--- src/rtl/mem_stage_pkg.sv ---
// Shared encodings and byte-lane helpers for the MEM stage.
// Helpers work on up to 8 byte lanes so both XLEN=32 and XLEN=64 can use them.
package mem_stage_pkg;

    typedef enum logic [1:0] {
        SZ_B = 2'b00,
        SZ_H = 2'b01,
        SZ_W = 2'b10,
        SZ_D = 2'b11
    } size_e;

    typedef enum logic [1:0] {
        ST_IDLE = 2'b00,
        ST_REQ  = 2'b01,
        ST_RESP = 2'b10
    } state_e;

    // Low-address mask of an access: 0, 1, 3 or 7.
    function automatic logic [2:0] size_mask(input logic [1:0] size);
        return 3'((4'd1 << size) - 4'd1);
    endfunction

    // Doubleword accesses only exist on a 64-bit datapath.
    function automatic logic misaligned(input logic [2:0] off, input logic [1:0] size,
                                        input logic is64);
        return ((off & size_mask(size)) != 3'd0) || (size == SZ_D && !is64);
    endfunction

    // Byte lane whose store data lands in `lane` once the item is replicated.
    function automatic logic [2:0] lane_src(input logic [2:0] lane, input logic [1:0] size);
        return lane & size_mask(size);
    endfunction

    // True when `lane` lies inside the access window [off, off + 2^size).
    function automatic logic lane_en(input logic [2:0] lane, input logic [2:0] off,
                                     input logic [1:0] size);
        return ({1'b0, lane} >= {1'b0, off}) &&
               ({1'b0, lane} < ({1'b0, off} + (4'd1 << size)));
    endfunction

endpackage

--- src/rtl/load_align.sv ---
// Combinational load extractor: shift the addressed item down to bit 0,
// then zero- or sign-extend it to the full datapath width.
module load_align
    import mem_stage_pkg::*;
#(
    parameter int XLEN = 32
) (
    input  logic [XLEN-1:0] i_rdata,
    input  logic [2:0]      i_off,
    input  logic [1:0]      i_size,
    input  logic            i_unsigned,
    output logic [XLEN-1:0] o_data
);

    logic [XLEN-1:0] w_sh;
    logic [XLEN-1:0] w_mask;
    logic            w_sign;

    always_comb begin
        w_sh = i_rdata >> {i_off, 3'b000};
        case (i_size)
            SZ_B: begin
                w_mask = XLEN'(8'hFF);
                w_sign = w_sh[7];
            end
            SZ_H: begin
                w_mask = XLEN'(16'hFFFF);
                w_sign = w_sh[15];
            end
            SZ_W: begin
                w_mask = XLEN'(32'hFFFF_FFFF);
                w_sign = w_sh[31];
            end
            default: begin
                w_mask = '1;
                w_sign = 1'b0;
            end
        endcase
        o_data = (w_sh & w_mask) | ((w_sign && !i_unsigned) ? ~w_mask : '0);
    end

endmodule

--- src/rtl/memory_stage_pl.sv ---
// Pipelined MEM stage: drives a req/gnt/rvalid data-memory port, stalls the
// upstream stages while an access is in flight and fills the MEM/WB register.
module memory_stage_pl
    import mem_stage_pkg::*;
#(
    parameter int XLEN    = 32,
    parameter int RW      = 5,
    parameter int TIMEOUT = 255
) (
    input  logic              clock,
    input  logic              rst,
    input  logic              valid_m,
    input  logic              memread_m,
    input  logic              memwrite_m,
    input  logic              regwrite_m,
    input  logic              isload_m,
    input  logic              unsigned_m,
    input  logic [1:0]        size_m,
    input  logic [XLEN-1:0]   aluresult_m,
    input  logic [XLEN-1:0]   writedata_m,
    input  logic [XLEN-1:0]   pcplus4_m,
    input  logic [RW-1:0]     rd_m,
    output logic              stall_m,
    output logic              dmem_req,
    output logic              dmem_we,
    output logic [XLEN-1:0]   dmem_addr,
    output logic [XLEN-1:0]   dmem_wdata,
    output logic [XLEN/8-1:0] dmem_be,
    input  logic              dmem_gnt,
    input  logic              dmem_rvalid,
    input  logic [XLEN-1:0]   dmem_rdata,
    output logic              valid_w,
    output logic              regwrite_w,
    output logic              isload_w,
    output logic              misalign_w,
    output logic              buserr_w,
    output logic [XLEN-1:0]   pcplus4_w,
    output logic [XLEN-1:0]   aluresult_w,
    output logic [XLEN-1:0]   readdata_w,
    output logic [RW-1:0]     rd_w
);

    localparam int   NB   = XLEN / 8;
    localparam int   OFFW = $clog2(NB);
    localparam logic IS64 = (XLEN == 64);

    state_e          r_state, w_state_nxt;
    logic [7:0]      r_cnt;
    logic [XLEN-1:0] r_addr, r_wdata, r_pcplus4;
    logic [1:0]      r_size;
    logic [RW-1:0]   r_rd;
    logic            r_unsigned, r_store, r_regwrite, r_isload;

    logic            w_memop, w_mis, w_accept, w_tick_to;
    logic            w_gnt_done, w_rsp_done, w_abort, w_retire;
    logic [2:0]      w_in_off, w_off;
    logic [NB-1:0]   w_be;
    logic [XLEN-1:0] w_rep, w_load;

    assign w_in_off   = 3'(aluresult_m[OFFW-1:0]);
    assign w_off      = 3'(r_addr[OFFW-1:0]);
    assign w_memop    = valid_m && (memread_m || memwrite_m);
    assign w_mis      = misaligned(w_in_off, size_m, IS64);
    assign w_accept   = (r_state == ST_IDLE) && w_memop && !w_mis;
    assign w_tick_to  = (r_cnt + 8'd1) == 8'(TIMEOUT);
    assign w_gnt_done = (r_state == ST_REQ) && dmem_gnt;
    assign w_rsp_done = (r_state == ST_RESP) && dmem_rvalid;
    assign w_abort    = w_tick_to && (((r_state == ST_REQ) && !dmem_gnt) ||
                                      ((r_state == ST_RESP) && !dmem_rvalid));
    assign w_retire   = (w_gnt_done && r_store) || w_rsp_done || w_abort;

    always_ff @(posedge clock) begin
        if (rst) r_state <= ST_IDLE;
        else     r_state <= w_state_nxt;
    end

    always_comb begin
        w_state_nxt = r_state;
        case (r_state)
            ST_IDLE: if (w_accept) w_state_nxt = ST_REQ;
            ST_REQ: begin
                if (dmem_gnt)     w_state_nxt = r_store ? ST_IDLE : ST_RESP;
                else if (w_abort) w_state_nxt = ST_IDLE;
            end
            ST_RESP: if (dmem_rvalid || w_abort) w_state_nxt = ST_IDLE;
            default: w_state_nxt = ST_IDLE;
        endcase
    end

    // Port signals are only non-zero while a request is actually on the bus.
    always_comb begin
        stall_m    = 1'b0;
        dmem_req   = 1'b0;
        dmem_we    = 1'b0;
        dmem_addr  = '0;
        dmem_wdata = '0;
        dmem_be    = '0;
        if (!rst) begin
            case (r_state)
                ST_IDLE: stall_m = w_accept;
                ST_REQ: begin
                    stall_m    = !(dmem_gnt && r_store) && !w_abort;
                    dmem_req   = 1'b1;
                    dmem_we    = r_store;
                    dmem_addr  = {r_addr[XLEN-1:OFFW], {OFFW{1'b0}}};
                    dmem_wdata = w_rep;
                    dmem_be    = w_be;
                end
                ST_RESP: stall_m = !dmem_rvalid && !w_abort;
                default: stall_m = 1'b0;
            endcase
        end
    end

    always_comb begin
        w_be  = '0;
        w_rep = '0;
        for (int i = 0; i < NB; i++) begin
            w_be[i]        = lane_en(3'(i), w_off, r_size);
            w_rep[i*8 +: 8] = r_wdata[8*lane_src(3'(i), r_size) +: 8];
        end
    end

    // Wait counter restarts on entry to REQ and again on entry to RESP.
    always_ff @(posedge clock) begin
        if (rst || w_accept || w_gnt_done) r_cnt <= '0;
        else if (r_state != ST_IDLE)      r_cnt <= r_cnt + 8'd1;
    end

    always_ff @(posedge clock) begin
        if (rst) begin
            r_addr     <= '0;
            r_wdata    <= '0;
            r_pcplus4  <= '0;
            r_size     <= '0;
            r_rd       <= '0;
            r_unsigned <= 1'b0;
            r_store    <= 1'b0;
            r_regwrite <= 1'b0;
            r_isload   <= 1'b0;
        end else if (w_accept) begin
            r_addr     <= aluresult_m;
            r_wdata    <= writedata_m;
            r_pcplus4  <= pcplus4_m;
            r_size     <= size_m;
            r_rd       <= rd_m;
            r_unsigned <= unsigned_m;
            r_store    <= memwrite_m;
            r_regwrite <= regwrite_m;
            r_isload   <= isload_m;
        end
    end

    load_align #(.XLEN(XLEN)) u_load_align (
        .i_rdata   (dmem_rdata),
        .i_off     (w_off),
        .i_size    (r_size),
        .i_unsigned(r_unsigned),
        .o_data    (w_load)
    );

    // Default is a bubble; a retirement overrides it. Data fields hold otherwise.
    always_ff @(posedge clock) begin
        if (rst) begin
            valid_w     <= 1'b0;
            regwrite_w  <= 1'b0;
            isload_w    <= 1'b0;
            misalign_w  <= 1'b0;
            buserr_w    <= 1'b0;
            pcplus4_w   <= '0;
            aluresult_w <= '0;
            readdata_w  <= '0;
            rd_w        <= '0;
        end else begin
            valid_w    <= 1'b0;
            regwrite_w <= 1'b0;
            misalign_w <= 1'b0;
            buserr_w   <= 1'b0;
            if ((r_state == ST_IDLE) && valid_m && !w_accept) begin
                valid_w     <= 1'b1;
                regwrite_w  <= regwrite_m && !w_memop;
                misalign_w  <= w_memop;
                isload_w    <= isload_m;
                rd_w        <= rd_m;
                pcplus4_w   <= pcplus4_m;
                aluresult_w <= aluresult_m;
            end else if (w_retire) begin
                valid_w     <= 1'b1;
                regwrite_w  <= r_regwrite && !w_abort;
                buserr_w    <= w_abort;
                isload_w    <= r_isload;
                rd_w        <= r_rd;
                pcplus4_w   <= r_pcplus4;
                aluresult_w <= r_addr;
                if (w_rsp_done) readdata_w <= w_load;
            end
        end
    end

endmodule

--- config.mk ---
export PLATFORM = sky130hd
export DESIGN_NAME = memory_stage_pl
export DESIGN_NICKNAME = d
export VERILOG_FILES = /design/src/rtl/mem_stage_pkg.sv /design/src/rtl/load_align.sv /design/src/rtl/memory_stage_pl.sv
export SDC_FILE = /design/constraint.sdc
export NUM_CORES = 1
export LEC_CHECK = 0
export CAP_MARGIN = 0
export CORE_ASPECT_RATIO = 2
export CORE_UTILIZATION = 50
export DETAILED_ROUTE_END_ITERATION = 10
export GPL_TIMING_DRIVEN = 1
export PLACE_DENSITY = 0.83
export SYNTH_ARGS = -nofsm -noshare
export SYNTH_HDL_FRONTEND = slang
export SYNTH_SLANG_ARGS = --single-unit
--- constraint.sdc ---
create_clock -name clock -period 5.2 [get_ports clock]
set_input_delay 1.04 -clock clock [delete_from_list [all_inputs] [get_ports clock]]
set_output_delay 1.04 -clock clock [all_outputs]
set_load 0.01 [all_outputs]
==> impl_metrics.toml, run 1 <==
[clock_network]
clock-root-buffer = "clkbuf_16"
ctsLongestPathBuffers = 3
cts_setup_buffers = 0
clock_latency_ns = 0.52
clk_pin_slew_worst_paths_ns = 0.06
cts_resized = 0
cts_tree = "done"
htreeDepth = 1
cts_made_buffers = 21
cts_num_sinks = 223
ctsHoldBuffers = 0

[route]
drt-total-wl_um = 33760
vias = 10760
route.detailed.drc = 0
wl_met3_um = 1933
top_layer = "met4"
wl_per_cell_um = 17.51
wl_met2_um = 17550
antenna_left = 0
dr.pass1.iters = 5
wl_met1_um = 12350
routed_via_density = 5.583
drt_iter0_drc = 558

[synth]
syn_inst = 1400
syn_area_per_cell_um2 = 8.151
synth_area_um2 = 11410
seq_area_frac_synth_pct = 39.12
synth_edf_count = 0
yosysWarnings = 0
ys_seq_elements = 223
synth_ff_type = "dfxtp_1"
ys_types = 55
async_flop_share_pct = 0

[timing]
fmax_ghz = 0.2257
setup_viol = 0
fin_crit_ns = 4.431
tightest_slew_ns = 1.051
finClkSkew_ns = 0.02795
rsz0062_at_grt = "no"
tns_ns = 0
relSlewSlack_pct = 29.74
finalHoldViolCount = 0
slew_violations = 0
finalCritPeriodShare_pct = 85.21

[global_route]
grt_max_degree = 87
grt_use_total_pct = 28.47
grt_pass1_vias = 10490
antenna_found_initial = 4
grt_overflow = 0
grt_pass1_wl_um = 53250

[status]
status = "complete, no violations"

[worst_setup_path]
path_buf_inv = 2
reg2reg_from = "r_state[0]"
cp_data_arrival_time_ns = 3.39
critPathRequiredTime_ns = 4.16
slowest_stage = "nor3_1"
worstPathCellList = "clkdlybuf4s50_1 > nor3_1 > o221ai_4 > a211oi_1 > clkdlybuf4s50_1"
start_kind = "input port"
worstRegToRegCells = 7
r2r-end = "readdata_w[17]"
cp_max_fo = 4
r2r_slack_ns = 1.87
crit_family = "buffers and inverters"
slowest_delay_ns = 0.71
critPathMostFrequentCell = "clkdlybuf4s50_1"
crit_path_end_kind = "primary output"
worst-setup-path-type = "in -> out"

[pwr]
p_int_w = 0.003187
switching_share_pct = 30.42
leakage_nw = 5.934
total_power_w = 0.004580
pwr-share-clk_pct = 32.8
pwr-share-seq_pct = 42.0
p_per_area_nw_per_um2 = 301.8
p_sw_w = 0.001393
peakVddDrop_mv = 0.2773
comb_power_share_pct = 25.2

[hold_path]
min_to = "r_rd[4]"
min_from = "r_rd[4]"
hp-class = "reg -> reg"
whs_path_depth = 2

[die]
dieArea_um2 = 23470
fp.coreArea_um2 = 22260
die_x_um = 108.8
rows = 77
top_level_ports = 322
die_h_um = 215.6
start_util_pct = 51.27

[job]
maxCapViolCount = 0

[finish]
finalNetCount = 1790
area_delta_synth_final_pct = 32.99
nFillCells = 1833
drive_above_1_share_pct = 4.612

[placement]
dp_hpwl_um = 23030
port_buffers = 319
gp_congestion = 0.8953
-- state kept, by name (all words and copies together) (netlist names) --
name and count:
aluresult_w 32, pcplus4_w 32, r_addr 32, r_pcplus4 32, r_wdata 32, readdata_w 32
r_cnt 8, r_rd 5, rd_w 5, r_size 2, r_state 2, buserr_w 1
isload_w 1, misalign_w 1, r_isload 1, r_regwrite 1, r_store 1, r_unsigned 1
regwrite_w 1, valid_w 1
-- cell families after synthesis --
group / Yosys count / synth area share (%)
simple gates: 562 / 23.39
compound gates: 339 / 19.31
flops: 223 / 39.12
buf+inv: 141 / 6.042
mux: 113 / 10.00
fa+ha+maj: 11 / 1.272
xor+xnor: 10 / 0.8334
other cells: 1 / 0.03286
-- per-layer routing --
metal | GRT usage (%) | up-vias
li1 | - | 5205
met1 | 30.56 | 5057
met2 | 51.33 | 400
met3 | 4.621 | 102
met4 | 16.04 | 0
met5 | 0 | -
-- layout by cell type, fill, tap and decap left out, types with 10 or more instances in the layout --
cell type	instances
o21ai_0	20
buf_4	19
dfxtp_1	223
ha_1	10
clkbuf_16	21
nor2_1	50
inv_1	13
nand2_1	288
mux2i_1	105
a21oi_1	134
clkdlybuf4s50_1	318
a21boi_0	70
and3_1	70
a211oi_1	20
nand2b_1	76
o21bai_1	70
and2_1	41
nand3_1	13
-- cell usage after synthesis, types with 3 or more instances --
library cell  instances  area [µm²]
xor2_1                3       26.28
ha_1                 10       125.1
a21oi_1             135       675.7
nor2_1               50       187.7
nor2b_1               3       18.77
buf_12                8       160.2
nand3_1              13       65.06
a211oi_1             20       150.1
o21bai_1             70       525.5
xnor2_1               6       52.55
inv_1                13       48.80
and2_1               42       262.8
mux2_2                8       90.09
nand2b_1             76       475.5
buf_1                 9       33.78
a311oi_1              8       70.07
nand2_1             288        1081
a21boi_0             70       525.5
o21ai_0              20       100.1
nor3_1                7       35.03
mux2i_1             105        1051
and3_1               70       437.9
dfxtp_1             223        4464
clkbuf_1             96       360.4
buf_2                12       60.06
-- area by class of cell --
class	instances	area, µm²	share of cell area (%)
Sequential cell	223	4464	29.42
Tap cell	276	345.3	2.276
Clock inverter	7	46.29	0.3051
Timing Repair Buffer	338	3337	21.99
Clock buffer	30	619.3	4.081
Multi-Input combinational cell	1037	6305	41.55
Antenna cell	4	10.01	0.06596
Inverter	13	48.80	0.3215
-- tightest hold or removal path: cells and delay by family (launching register included) --
kind	cells	cell delay (ns)
flip-flops	1	0.31
AND/OR/NAND/NOR	1	0.05
AO/OA/AOI/OAI	1	0.05
-- power groups by stage --
stage / Combinational [W] / Sequential [W] / Clock, W
finish: 0.00115 / 0.00192 / 0.00150
global route: 0.00126 / 0.00194 / 0.00160
CTS: 0.00116 / 0.00192 / 0.00154
detailed placement: 0.00115 / 0.00196 / 0
global placement: 0.00113 / 0.00195 / 0
floorplan: 0.000745 / 0.00196 / 0
-- metrics by stage --
| step | area, µm² | instances | hold slack, ns | util (%) | setup slack (ns) |
|---|---|---|---|---|---|
| after floorplan | 11410 | 1401 | 0.4325 | - | 1.844 |
| after global placement | 14500 | 1887 | 0.4374 | 65.15 | 0.8863 |
| after detailed placement | 14500 | 1887 | 0.4432 | 65.15 | 0.7779 |
| after CTS | 15170 | 1924 | 0.4524 | 68.15 | 0.7908 |
| after global routing | 15170 | 1927 | 0.4701 | 68.18 | 0.7316 |
| final | 15180 | 1928 | 0.4516 | 68.19 | 0.7689 |
-- worst max path at each step --
stage / start / end / slack [ns] / cells after the start
6_report: aluresult_m[0] / stall_m / 0.77 / 5
2_1_floorplan: aluresult_m[0] / stall_m / 1.84 / 5
3_3_place_gp: aluresult_m[0] / stall_m / 0.89 / 5
3_5_place_dp: aluresult_m[0] / readdata_w[10] / 0.78 / 7
4_1_cts: aluresult_m[0] / stall_m / 0.79 / 5
5_1_grt: aluresult_m[0] / stall_m / 0.73 / 5
Power figures use the tool's default switching activity.
==> inputs of run 2 (changes only) <==
--- a/config.mk
+++ b/config.mk
@@ -7,10 +7,11 @@
 export LEC_CHECK = 0
 export CAP_MARGIN = 0
 export CORE_ASPECT_RATIO = 2
-export CORE_UTILIZATION = 50
+export CORE_UTILIZATION = 44
+export CTS_CLUSTER_SIZE = 20
 export DETAILED_ROUTE_END_ITERATION = 10
 export GPL_TIMING_DRIVEN = 1
-export PLACE_DENSITY = 0.83
+export PLACE_DENSITY = 0.77
 export SYNTH_ARGS = -nofsm -noshare
 export SYNTH_HDL_FRONTEND = slang
 export SYNTH_SLANG_ARGS = --single-unit
==> constraint.sdc (replaced) <==
create_clock -name clock -period 3.8 [get_ports clock]
set_input_delay 0.76 -clock clock [delete_from_list [all_inputs] [get_ports clock]]
set_output_delay 0.76 -clock clock [all_outputs]
set_load 0.01 [all_outputs]
==> run 2 against run 1 <==
Against the previous run: critical path depth up 2; power up 41%; cell count up 3.7%; non-clock buffer count up 5; wire length up 4.6%; first-iteration DRC count up 14%.
==> impl_metrics.toml, run 2 (synthesis results as in run 1) <==
[timing]
finalCritPeriodShare_pct = 95.57
relSlewSlack_pct = 32.66
finalHoldViolCount = 0
rsz0062_at_grt = "no"
tns_ns = 0
fmax_ghz = 0.2754
fin_crit_ns = 3.632
layout_setup_ws_ns = 0.1683
setup_viol = 0
tightest_slew_ns = 1.010
slew_violations = 0
finClkSkew_ns = 0.008044

[placement]
gp_congestion = 0.9584
post-place-cells = 1956
place_area_um2 = 14660
port_buffers = 319
dp_hpwl_um = 24040
pre_cts_ws_ns = 0.3185

[pwr]
p_per_area_nw_per_um2 = 420.2
peakVddDrop_mv = 0.3439
leakage_nw = 6.004
pwr-share-seq_pct = 40.7
p_int_w = 0.004523
p_sw_w = 0.001946
pwr-share-clk_pct = 34.3
switching_share_pct = 30.08
comb_power_share_pct = 25.1

[route]
routed_via_density = 5.343
top_layer = "met5"
wl_met3_um = 1895
antenna_left = 0
route.detailed.drc = 0
wl_met1_um = 12630
vias = 10690
dr.pass1.iters = 5
wl_per_cell_um = 17.66
wl_met2_um = 18650
drt_iter0_drc = 636
drt-total-wl_um = 35320

[job]
maxCapViolCount = 0

[die]
fp.coreArea_um2 = 25550
rows = 83
start_util_pct = 44.67
top_level_ports = 322
die_h_um = 229.7
die_x_um = 115.9
dieArea_um2 = 26620

[clock_network]
htreeDepth = 1
ctsHoldBuffers = 0
cts_num_sinks = 223
clock_latency_ns = 0.52
clk_pin_slew_worst_paths_ns = 0.06
clock-root-buffer = "clkbuf_16"
cts_tree = "done"
cts_resized = 0
cts_setup_buffers = 0
ctsLongestPathBuffers = 3
cts_made_buffers = 22

[global_route]
grt_pass1_wl_um = 55010
grt_overflow = 0
grt_use_total_pct = 26.36
grt_max_degree = 117
grt_pass1_vias = 10460
antenna_found_initial = 5

[worst_setup_path]
crit_path_end_kind = "primary output"
slowest_stage = "clkdlybuf4s50_1"
slowest_delay_ns = 0.57
path_buf_inv = 3
cp_max_fo = 12
critPathRequiredTime_ns = 3.04
cp_data_arrival_time_ns = 2.87
worst-setup-path-type = "reg -> out"
start_kind = "flop"
worstPathCellList = "nor2_1 > buf_4 > inv_1 > ha_1 > or2_2 > o21ai_0 > clkdlybuf4s50_1"
crit_family = "buffers and inverters"

[status]
status = "complete, no violations"

[finish]
drive_above_1_share_pct = 4.894
instances_no_fill = 2000
final_common_cell = "clkdlybuf4s50_1"
final_util_pct = 60.26
layout_common_cells = "318 x clkdlybuf4s50_1, 288 x nand2_1, 221 x dfxtp_1, 134 x a21oi_1, 105 x mux2i_1"
area_delta_synth_final_pct = 34.91
finalNetCount = 1796
final_area_um2 = 15390

[hold_path]
hp-class = "reg -> reg"
## run 2: changes by cell type in the layout (fill, tap and decap cells not counted), sizes merged
cell	delta
buf	+5
clkbuf	+5
clkinvlp	-3
bufinv	+1
diode	+1
inv	-1
## run 2: final cells by class
cell class	count	area (µm²)
Clock buffer	35	670.6
Multi-Input combinational cell	1037	6297
Fill cell	2316	10150
Sequential cell	223	4467
Clock inverter	4	48.80
Tap cell	340	425.4
Inverter	13	48.80
Timing Repair Buffer	343	3425
Antenna cell	5	12.51
## run 2: path summary, 6_finish.rpt
| path | from | end | slack, ns | cells past startpoint |
|---|---|---|---|---|
| setup / recovery | r_size[1] | dmem_wdata[25] | 0.17 | 7 |
| hold reg to reg | r_pcplus4[26] | r_pcplus4[26] | 0.45 | 2 |
| hold / removal | r_pcplus4[26] | r_pcplus4[26] | 0.45 | 2 |
| setup reg to reg | r_state[0] | r_addr[20] | 0.91 | 8 |
## run 2: worst register-to-register path, cell delays in order (launching register included)
cell and delay, ns:
dfxtp_1 0.35, inv_1 0.13, ha_1 0.45, and2_4 0.26, buf_4 0.54, nor3b_2 0.47, buf_12 0.32, nand2_1 0.15
a21oi_1 0.14
## run 2: per-stage QoR
stage          hold slack, ns  total power, W
6_report               0.4490        0.006469
5_1_grt                0.4660        0.006781
4_1_cts                0.4523        0.006526
3_5_place_dp           0.4430        0.004299
3_3_place_gp           0.4374        0.004262
2_1_floorplan          0.4325        0.003699
## run 2: power groups by stage
stage	combinational (W)	sequential (W)	clock (W)
after floorplan	0.00102	0.00268	0
after global placement	0.00159	0.00267	0
after detailed placement	0.00162	0.00268	0
after CTS	0.00163	0.00263	0.00227
after global routing	0.00177	0.00265	0.00237
final	0.00162	0.00263	0.00222
## run 2: layer usage
metal  track usage [%]  vias to the layer above
met5                 0                        -
met4             16.11                        2
met3             4.428                      104
met2             48.20                      360
met1             27.17                     4994
li1                  -                     5225
